$ cat src/rtl/bfloat16_subtractor.sv
// Multi-cycle bfloat16 subtract unit (diff = a - b) with start/ready/done handshake,
// round-to-nearest-even, subnormal support and IEEE-style special values.
module bfloat16_subtractor (
  input  logic        clock,
  input  logic        reset,
  input  logic        start,
  input  logic [15:0] a,
  input  logic [15:0] b,
  output logic        ready,
  output logic        done,
  output logic [15:0] diff,
  output logic        invalid,
  output logic        overflow,
  output logic        inexact
);

  typedef enum logic [2:0] {
    S_IDLE,
    S_UNPACK,
    S_ALIGN,
    S_ADDSUB,
    S_NORM,
    S_ROUND,
    S_DONE
  } state_t;

  state_t state_reg, state_next;

  logic [15:0] a_reg, b_reg;

  logic       a_sign, b_sign;
  logic [7:0] a_exp, b_exp;
  logic [6:0] a_frac, b_frac;
  logic       a_nan, b_nan, a_inf, b_inf, a_zero, b_zero;

  logic        special;
  logic [15:0] special_result;
  logic        special_invalid;

  logic       sa_reg, sb_reg;
  logic [7:0] ea_reg, eb_reg, ma_reg, mb_reg;

  logic        a_ge;
  logic        x_sign;
  logic [7:0]  x_exp, y_exp, x_man, y_man, exp_diff;
  logic [3:0]  shift_amt;
  logic [10:0] y_raw, y_shift, y_lost, y_aligned;
  logic        sx_reg, eff_sub_reg;
  logic [8:0]  ex_reg;
  logic [10:0] mx_reg, my_reg;

  logic [11:0] sum_reg, sum_next;

  logic [3:0]  lzc;
  logic [8:0]  max_shift, norm_shift;
  logic [8:0]  en_reg, en_next;
  logic [10:0] mn_reg, mn_next;
  logic        zero_reg;

  logic        g_bit, r_bit, s_bit, lsb_bit, round_inc;
  logic [8:0]  mant_rnd;
  logic [8:0]  exp_rnd;
  logic [15:0] round_result;
  logic        round_overflow, round_inexact;

  logic [15:0] diff_reg;
  logic        invalid_reg, overflow_reg, inexact_reg;

  genvar gi;

  // Field extraction; b's sign is flipped so the rest of the unit is a plain adder.
  assign a_sign = a_reg[15];
  assign b_sign = ~b_reg[15];
  assign a_exp  = a_reg[14:7];
  assign b_exp  = b_reg[14:7];
  assign a_frac = a_reg[6:0];
  assign b_frac = b_reg[6:0];
  assign a_nan  = (a_exp == 8'hFF) && (a_frac != 7'd0);
  assign b_nan  = (b_exp == 8'hFF) && (b_frac != 7'd0);
  assign a_inf  = (a_exp == 8'hFF) && (a_frac == 7'd0);
  assign b_inf  = (b_exp == 8'hFF) && (b_frac == 7'd0);
  assign a_zero = (a_reg[14:0] == 15'd0);
  assign b_zero = (b_reg[14:0] == 15'd0);

  always_comb begin
    special         = 1'b1;
    special_result  = 16'h0000;
    special_invalid = 1'b0;
    if (a_nan || b_nan) begin
      special_result = 16'h7FC0;
    end else if (a_inf && b_inf && (a_sign != b_sign)) begin
      special_result  = 16'h7FC0;
      special_invalid = 1'b1;
    end else if (a_inf) begin
      special_result = a_reg;
    end else if (b_inf) begin
      special_result = {b_sign, b_reg[14:0]};
    end else if (a_zero && b_zero) begin
      special_result = {a_sign & b_sign, 15'd0};
    end else if (a_zero) begin
      special_result = {b_sign, b_reg[14:0]};
    end else if (b_zero) begin
      special_result = a_reg;
    end else begin
      special = 1'b0;
    end
  end

  // Alignment: X is the larger magnitude; Y is shifted right with a sticky LSB.
  assign a_ge     = {ea_reg, ma_reg} >= {eb_reg, mb_reg};
  assign x_sign   = a_ge ? sa_reg : sb_reg;
  assign x_exp    = a_ge ? ea_reg : eb_reg;
  assign y_exp    = a_ge ? eb_reg : ea_reg;
  assign x_man    = a_ge ? ma_reg : mb_reg;
  assign y_man    = a_ge ? mb_reg : ma_reg;
  assign exp_diff = x_exp - y_exp;
  assign shift_amt = (exp_diff > 8'd10) ? 4'd10 : exp_diff[3:0];
  assign y_raw    = {y_man, 3'b000};
  assign y_shift  = y_raw >> shift_amt;

  generate
    for (gi = 0; gi < 11; gi++) begin : g_sticky
      assign y_lost[gi] = y_raw[gi] & (shift_amt > 4'(gi));
    end
  endgenerate

  assign y_aligned = {y_shift[10:1], y_shift[0] | (|y_lost)};

  always_comb begin
    if (eff_sub_reg) begin
      sum_next = {1'b0, mx_reg} - {1'b0, my_reg};
    end else begin
      sum_next = {1'b0, mx_reg} + {1'b0, my_reg};
    end
  end

  // Normalisation: left shift is capped so the exponent never drops below 1.
  always_comb begin
    lzc = 4'd11;
    for (int i = 0; i <= 10; i++) begin
      if (sum_reg[i]) lzc = 4'(10 - i);
    end
    max_shift  = ex_reg - 9'd1;
    norm_shift = ({5'd0, lzc} < max_shift) ? {5'd0, lzc} : max_shift;
    if (sum_reg[11]) begin
      mn_next = {sum_reg[11:2], sum_reg[1] | sum_reg[0]};
      en_next = ex_reg + 9'd1;
    end else begin
      mn_next = sum_reg[10:0] << norm_shift;
      en_next = ex_reg - norm_shift;
    end
  end

  assign lsb_bit   = mn_reg[3];
  assign g_bit     = mn_reg[2];
  assign r_bit     = mn_reg[1];
  assign s_bit     = mn_reg[0];
  assign round_inc = g_bit & (r_bit | s_bit | lsb_bit);
  assign mant_rnd  = {1'b0, mn_reg[10:3]} + {8'd0, round_inc};
  // A subnormal rounding up into the hidden bit becomes the smallest normal.
  assign exp_rnd   = mn_reg[10] ? (en_reg + {8'd0, mant_rnd[8]}) : {8'd0, mant_rnd[7]};

  always_comb begin
    round_result   = {sx_reg, exp_rnd[7:0], mant_rnd[6:0]};
    round_overflow = 1'b0;
    round_inexact  = g_bit | r_bit | s_bit;
    if (zero_reg) begin
      round_result  = 16'h0000;
      round_inexact = 1'b0;
    end else if (exp_rnd >= 9'd255) begin
      round_result   = {sx_reg, 8'hFF, 7'd0};
      round_overflow = 1'b1;
      round_inexact  = 1'b1;
    end
  end

  always_comb begin
    state_next = state_reg;
    ready      = 1'b0;
    done       = 1'b0;
    case (state_reg)
      S_IDLE: begin
        ready = 1'b1;
        if (start) state_next = S_UNPACK;
      end
      S_UNPACK: state_next = special ? S_DONE : S_ALIGN;
      S_ALIGN:  state_next = S_ADDSUB;
      S_ADDSUB: state_next = S_NORM;
      S_NORM:   state_next = S_ROUND;
      S_ROUND:  state_next = S_DONE;
      S_DONE: begin
        done       = 1'b1;
        state_next = S_IDLE;
      end
      default:  state_next = S_IDLE;
    endcase
  end

  always_ff @(posedge clock) begin
    if (reset) begin
      state_reg    <= S_IDLE;
      diff_reg     <= 16'h0000;
      invalid_reg  <= 1'b0;
      overflow_reg <= 1'b0;
      inexact_reg  <= 1'b0;
    end else begin
      state_reg <= state_next;
      if (state_reg == S_UNPACK && special) begin
        diff_reg     <= special_result;
        invalid_reg  <= special_invalid;
        overflow_reg <= 1'b0;
        inexact_reg  <= 1'b0;
      end else if (state_reg == S_ROUND) begin
        diff_reg     <= round_result;
        invalid_reg  <= 1'b0;
        overflow_reg <= round_overflow;
        inexact_reg  <= round_inexact;
      end
    end
  end

  // Datapath registers need no reset: each stage only consumes what the previous one wrote.
  always_ff @(posedge clock) begin
    case (state_reg)
      S_IDLE: begin
        if (start) begin
          a_reg <= a;
          b_reg <= b;
        end
      end
      S_UNPACK: begin
        sa_reg <= a_sign;
        sb_reg <= b_sign;
        ea_reg <= (a_exp == 8'd0) ? 8'd1 : a_exp;
        eb_reg <= (b_exp == 8'd0) ? 8'd1 : b_exp;
        ma_reg <= {a_exp != 8'd0, a_frac};
        mb_reg <= {b_exp != 8'd0, b_frac};
      end
      S_ALIGN: begin
        sx_reg      <= x_sign;
        eff_sub_reg <= sa_reg ^ sb_reg;
        ex_reg      <= {1'b0, x_exp};
        mx_reg      <= {x_man, 3'b000};
        my_reg      <= y_aligned;
      end
      S_ADDSUB: sum_reg <= sum_next;
      S_NORM: begin
        en_reg   <= en_next;
        mn_reg   <= mn_next;
        zero_reg <= (sum_reg == 12'd0);
      end
      default: ;
    endcase
  end

  assign diff     = diff_reg;
  assign invalid  = invalid_reg;
  assign overflow = overflow_reg;
  assign inexact  = inexact_reg;

endmodule

$ cat config.mk
export PLATFORM = sky130hd
export DESIGN_NAME = bfloat16_subtractor
export DESIGN_NICKNAME = d
export VERILOG_FILES = /design/src/rtl/bfloat16_subtractor.sv
export SDC_FILE = /design/constraint.sdc
export NUM_CORES = 1
export LEC_CHECK = 0
export BUFFER_PORTS_ARGS = -buffer_cell sky130_fd_sc_hd__buf_2
export CORE_UTILIZATION = 25
export CTS_CLUSTER_DIAMETER = 80
export DETAILED_ROUTE_END_ITERATION = 7
export GPL_TIMING_DRIVEN = 0
export HOLD_SLACK_MARGIN = 0.15
export SLEW_MARGIN = 20
export SYNTH_ARGS = -nofsm -noshare
export SYNTH_HDL_FRONTEND = slang
export SYNTH_SLANG_ARGS = --single-unit
$ cat constraint.sdc
create_clock -name clock -period 11.29 [get_ports clock]
set_clock_uncertainty 0.05 [all_clocks]
set_input_delay 2.258 -clock clock [delete_from_list [all_inputs] [get_ports clock]]
set_output_delay 2.258 -clock clock [all_outputs]
set_load 0.005 [all_outputs]
Yosys cells after proc, flatten, opt, wreduce, memory -nomap -nowiden --
Index checks and enable logic that the tools add are counted. Widths: inputs -> output; s select.
Cells by class: mux-type cells 53, add/subtract/negate cells 8, order comparisons 12, bitwise operators 18, equal/unequal tests 10, shift-type cells 2, reductions and logical operators 25
Operator list (number):
- $mux 16 | 10
- $mux 4 | 11
- $mux 8 | 4
- $logic_not 15->1 | 2
- $mux 9 | 3
- $mux 1 | 19
- $pmux 3 s6 | 1
- $eq 8x8->1 const B | 2
- $ge 16x16->1 | 1
- $gt 4x3->1 const B | 4
- $logic_not 8->1 | 2
- $reduce_bool 8->1 | 2
- $mux 15 | 1
- $logic_not 7->1 | 2
- $reduce_bool 7->1 | 2
- $add 11x11->12 | 1
- $gt 4x4->1 const B | 3
- $logic_not 12->1 | 1
- $mux 12 | 1
- $sub 11x11->12 | 1
- $shl 11x9->11 | 1
- $shr 11x4->11 | 1
- $and 1x1->1 | 10
- $mux 10 | 1
- 26 further kinds | 42
Storage, ports and cells: output and inout bits 21, logic and storage cells 151, flip-flop bits (word level) 150

Logic depth before layout (Yosys ltp) --
depth in word-level cells 15, mapped depth 23

Worst setup path after synthesis --
No wires, ideal clock.
path type reg-to-reg, start point reg state_reg[0], end point reg diff_reg[5] (netlist: diff[5]), slack 6.552 ns, stages on the path, launching flop included 10, arrival time 4.561 ns, period minus slack after synthesis 4.738 ns, path buffers 1, path through dfxtp_1 inv_1 nor3_1 nand2_1 nand2b_1 or2_2 clkbuf_1 o221ai_1 o21ai_0 nor2_1
Between the ends: cells in the longest elaborated chain, start to end 3
Ends and longest elaborated chain:
- start, declared | RTL line 27 | state_t state_reg, state_next;
- start signal, assigned | RTL line 207 | state_reg <= state_next;
- $eq 3x1->1 | RTL line 208 | if (state_reg == S_UNPACK && special) begin
- $logic_and 1x1->1 | RTL line 208
- $mux 16 or $reduce_bool 2->1 (tied branches)
- end signal, assigned | RTL line 209 | diff_reg <= special_result;
- end signal, assigned | RTL line 214 | diff_reg <= round_result;
- end, declared | RTL line 66 | logic [15:0] diff_reg;
Several ways; a longest one is shown, not always the timed one. A chain may end at the register's enable or synchronous reset.

Worst setup path in the final report --
start point reg ea_reg[2], end point reg my_reg[0] (data pin)
Between the ends: cells in the longest elaborated chain, start to end 9
Ends and longest elaborated chain:
- start, declared | RTL line 41 | logic [7:0] ea_reg, eb_reg, ma_reg, mb_reg;
- start signal, assigned | RTL line 234 | ea_reg <= (a_exp == 8'd0) ? 8'd1 : a_exp;
- $ge 16x16->1 | RTL line 110 | assign a_ge = {ea_reg, ma_reg} >= {eb_reg, mb_reg};
- $mux 8 (on tied branches) | RTL line 112, 113
- $sub 8x8->8 | RTL line 116 | assign exp_diff = x_exp - y_exp;
- $gt 8x4->1 | RTL line 117 | assign shift_amt = (exp_diff > 8'd10) ? 4'd10 : exp_diff[3:0];
- $mux 4 | RTL line 117
- $gt 4x2->1 (tied with other cells) | RTL line 123 | assign y_lost[gi] = y_raw[gi] & (shift_amt > 4'(gi));
- $and 1x1->1 | RTL line 123
- $reduce_or 8->1 | RTL line 127 | assign y_aligned = {y_shift[10:1], y_shift[0] | (|y_lost)};
- $or 1x1->1 * | RTL line 127
- named net y_aligned[0] | RTL line 47 | logic [10:0] y_raw, y_shift, y_lost, y_aligned;
- end signal, assigned | RTL line 244 | my_reg <= y_aligned;
- end, declared | RTL line 50 | logic [10:0] mx_reg, my_reg;
The timed path passes the listed nets; every way through them passes the cells marked *.

==> impl_metrics.json <==
{
  "place.gp.congestion": 0.904,
  "post-place-cells": 1427,
  "final_period_minus_worst_setup_slack_ns": 5.43,
  "vias_per_cell": 4.94,
  "nNetsFinal": 1073,
  "yosys-top-cells-area": "sky130_fd_sc_hd__edfxtp_1, sky130_fd_sc_hd__ha_1, sky130_fd_sc_hd__dfxtp_1",
  "netlist.area_leader.share_pct": 42.1,
  "relSlewSlack_pct": 47.3,
  "drc_violation_total_after_the_first_tritonroute_iteration": 464,
  "ys_ff_latch": 150,
  "tritoncts.num_buffers": 17,
  "netlist-cell-type-count": 85,
  "grt_pass1_wl_um": 36100,
  "die_h_um": 193,
  "endpoint": "my_reg[0]$_DFFE_PP_",
  "r2r_start": "ea_reg[2]$_SDFFCE_PN0N_",
  "grt_start_max_net_pins": 33,
  "power.static_leakage_nw": 3.95,
  "grt_antenna_before_repair": 0,
  "global_route.usage.total_pct": 12.5,
  "finalInstanceArea_sq_mm": 0.0106,
  "io_buffers": 55,
  "ant_nets": 0,
  "globalRouteOverflowTotal": 0,
  "hold_path_class": "flop to flop",
  "diodes": 0,
  "uppermost_metal_layer_occupied_by_signal_nets": "met4",
  "coreArea_sq_mm": 0.0357,
  "post_cts.resized_instances": 0,
  "via_count": 7211,
  "postSynth.topFlopCell": "sky130_fd_sc_hd__edfxtp_1",
  "worstReg2RegEnd": "my_reg[0]$_DFFE_PP_",
  "status": "finished clean",
  "cts_sinks": 150,
  "drive_gt1_share_pct": 13.6,
  "final-setup-viol-count": 0,
  "synth-edff-count": 128,
  "die_w_um": 193,
  "wire_per_inst_um": 15.7,
  "synth-warning-count": 0,
  "design.portCount": 56,
  "cts_hold_buf": 0,
  "grt_pass1_vias": 6795,
  "cap_viol_max_count": 0,
  "synth.largest_area_cell": "sky130_fd_sc_hd__edfxtp_1",
  "cts-htree-levels": 4,
  "asyncSetResetFlopFracSynth_pct": 0,
  "arr_time_crit_path_ns": 5.51,
  "setup.worst_path.start": "ea_reg[2]$_SDFFCE_PN0N_",
  "setup.worst_path.end_class": "flop",
  "area_occupied_by_multi_input_gates_sq_mm": 0.00445,
  "vdd_drop_max_mv": 0.110,
  "root_buffer": "sky130_fd_sc_hd__clkbuf_16",
  "timing_worst_setup_path_type": "flop to flop",
  "rsz0062_at_grt": "no",
  "final.fill_count": 3748,
  "powerDensity_mw_per_mm2": 140,
  "rrSetupSlack_ns": 5.86,
  "avgSynthCellArea_sq_um": 10.1,
  "dpl.hpwl_um": 17800,
  "wire_length_on_met2_um": 10900,
  "worst_setup_hold_path_clk_slew_ns": 0.06,
  "std_cell_rows": 69,
  "routed_wl_um": 22900,
  "required_ns": 11.37,
  "path_max_fanout": 10,
  "slew_viol_final": 0,
  "drc_errors": 0,
  "hold_viol": 0,
  "fmax_achieved_mhz": 184,
  "area_growth_syn_to_layout_pct": 16.0,
  "cts_tree": "done",
  "wl_met3_um": 1210,
  "share_of_synthesized_area_occupied_by_flip_flops_and_latches_pct": 46.9,
  "placed_cell_area_sq_mm": 0.0100,
  "synthesis.nets": 993,
  "worst_slew_pin_slew_ns": 0.786,
  "detailedRoute.firstPassIterationCount": 6,
  "startpoint_type": "flop",
  "wl_met1_um": 10400,
  "post-cts-setup-buffers": 0,
  "design.die.area_sq_mm": 0.0373,
  "cell_count_after_synthesis": 905,
  "floorplan.initialDensity_pct": 25.5,
  "sequential_cell_area_sq_mm": 0.00428,
  "clock_path_buffers": 2,
  "synth.cell_area_sq_mm": 0.00913,
  "layout_worst_path_cycle_share_pct": 48.1,
  "instances_no_fill": 1459,
  "clock_insertion_delay_worst_skew_ns": 0.43,
  "reg2regPathDepth": 19,
  "setup-tns-final_ns": 0
}
## routing by layer
metal  global-route usage [%]  vias up
met4                     4.06        0
met3                     2.19       35
met2                     20.8      230
met1                     16.5     3431
li1                         -     3515
met5                        0        -
## how the worst min path moves through the flow
stage,start,end,slack (ns),cells past startpoint
after floorplan,my_reg[0]$_DFFE_PP_,sum_reg[0]$_DFFE_PP_,0.40,0
after global placement,overflow$_SDFFE_PP0P_,overflow$_SDFFE_PP0P_,0.42,2
after detailed placement,overflow$_SDFFE_PP0P_,overflow$_SDFFE_PP0P_,0.42,2
after CTS,invalid$_SDFFE_PP0P_,invalid$_SDFFE_PP0P_,0.43,2
after global routing,invalid$_SDFFE_PP0P_,invalid$_SDFFE_PP0P_,0.46,2
final,overflow$_SDFFE_PP0P_,overflow$_SDFFE_PP0P_,0.43,2
## stage by stage
stage | utilization [%] | hold WS, ns | setup WS [ns] | power, mW
after floorplan | - | 0.400 | 6.55 | 0.883
after global placement | 27.9 | 0.416 | 4.60 | 0.961
after detailed placement | 28.1 | 0.416 | 6.01 | 0.966
after CTS | 29.6 | 0.428 | 5.94 | 1.49
after global routing | 29.6 | 0.459 | 5.58 | 1.54
final | 29.6 | 0.425 | 5.86 | 1.48
## logic make-up after synthesis
| group | after synthesis | share of synthesized area, % |
|---|---|---|
| muxes | 44 | 5.15 |
| and+or+nand+nor | 284 | 14.9 |
| xor gates and xnor gates | 37 | 3.55 |
| buffers and inverters | 106 | 4.51 |
| AOI/OAI and AO/OA | 231 | 17.5 |
| DFF | 150 | 46.9 |
| adders and majority gates | 53 | 7.43 |
## where the power goes
group | internal [mW] | switching, mW
clock | 0.285 | 0.239
combinational | 0.107 | 0.177
sequential | 0.645 | 0.0289
total | 1.04 | 0.444
## cell usage after synthesis, types with 11 or more instances
cell and count:
sky130_fd_sc_hd__nand3_1 17, sky130_fd_sc_hd__inv_1 60, sky130_fd_sc_hd__nor2_1 85, sky130_fd_sc_hd__clkbuf_1 41
sky130_fd_sc_hd__mux2_2 13, sky130_fd_sc_hd__xor2_1 13, sky130_fd_sc_hd__nor3_1 18, sky130_fd_sc_hd__edfxtp_1 128
sky130_fd_sc_hd__nand2_1 87, sky130_fd_sc_hd__a21o_1 11, sky130_fd_sc_hd__a21oi_1 60, sky130_fd_sc_hd__mux2i_1 29
sky130_fd_sc_hd__o21ai_0 44, sky130_fd_sc_hd__nand2b_1 12, sky130_fd_sc_hd__xnor2_1 24, sky130_fd_sc_hd__dfxtp_1 22
sky130_fd_sc_hd__ha_1 51
## critical path, cell delays in order (launching register included)
cell and delay, ns:
sky130_fd_sc_hd__edfxtp_1 0.48, sky130_fd_sc_hd__ha_1 0.42, sky130_fd_sc_hd__a21oi_1 0.20, sky130_fd_sc_hd__a211oi_1 0.10, sky130_fd_sc_hd__o31ai_2 0.41, sky130_fd_sc_hd__o21a_1 0.21, sky130_fd_sc_hd__buf_6 0.15, sky130_fd_sc_hd__clkbuf_1 0.32
sky130_fd_sc_hd__clkbuf_1 0.45, sky130_fd_sc_hd__mux2i_1 0.24, sky130_fd_sc_hd__ha_1 0.17, sky130_fd_sc_hd__nor2_1 0.06, sky130_fd_sc_hd__a2111o_1 0.52, sky130_fd_sc_hd__o21ai_0 0.18, sky130_fd_sc_hd__o2bb2ai_2 0.19, sky130_fd_sc_hd__or2_1 0.13
sky130_fd_sc_hd__buf_4 0.18, sky130_fd_sc_hd__o31ai_2 0.09, sky130_fd_sc_hd__a221oi_2 0.44, sky130_fd_sc_hd__o311ai_2 0.15
## cells in the final DEF (no fill, tap or decap), types with 11 or more instances in the layout
master / n
sky130_fd_sc_hd__a21o_1: 11
sky130_fd_sc_hd__a21oi_1: 60
sky130_fd_sc_hd__buf_2: 57
sky130_fd_sc_hd__clkbuf_1: 41
sky130_fd_sc_hd__clkbuf_16: 17
sky130_fd_sc_hd__dfxtp_1: 22
sky130_fd_sc_hd__edfxtp_1: 128
sky130_fd_sc_hd__ha_1: 51
sky130_fd_sc_hd__inv_1: 59
sky130_fd_sc_hd__mux2_2: 13
sky130_fd_sc_hd__mux2i_1: 29
sky130_fd_sc_hd__nand2_1: 87
sky130_fd_sc_hd__nand2b_1: 12
sky130_fd_sc_hd__nand3_1: 17
sky130_fd_sc_hd__nor2_1: 85
sky130_fd_sc_hd__nor3_1: 16
sky130_fd_sc_hd__o21ai_0: 44
sky130_fd_sc_hd__xnor2_1: 24
sky130_fd_sc_hd__xor2_1: 13
## cell type report
| type | instances | share of cell area [%] |
|---|---|---|
| Timing Repair Buffer | 61 | 3.06 |
| Tap cell | 461 | 5.45 |
| Clock inverter | 15 | 1.12 |
| Sequential cell | 150 | 40.5 |
| Clock buffer | 17 | 4.02 |
| Inverter | 61 | 2.16 |
| Buffer | 45 | 1.73 |
| Multi-Input combinational cell | 649 | 42.0 |
No activity file was read; power rests on OpenSTA's default activity.
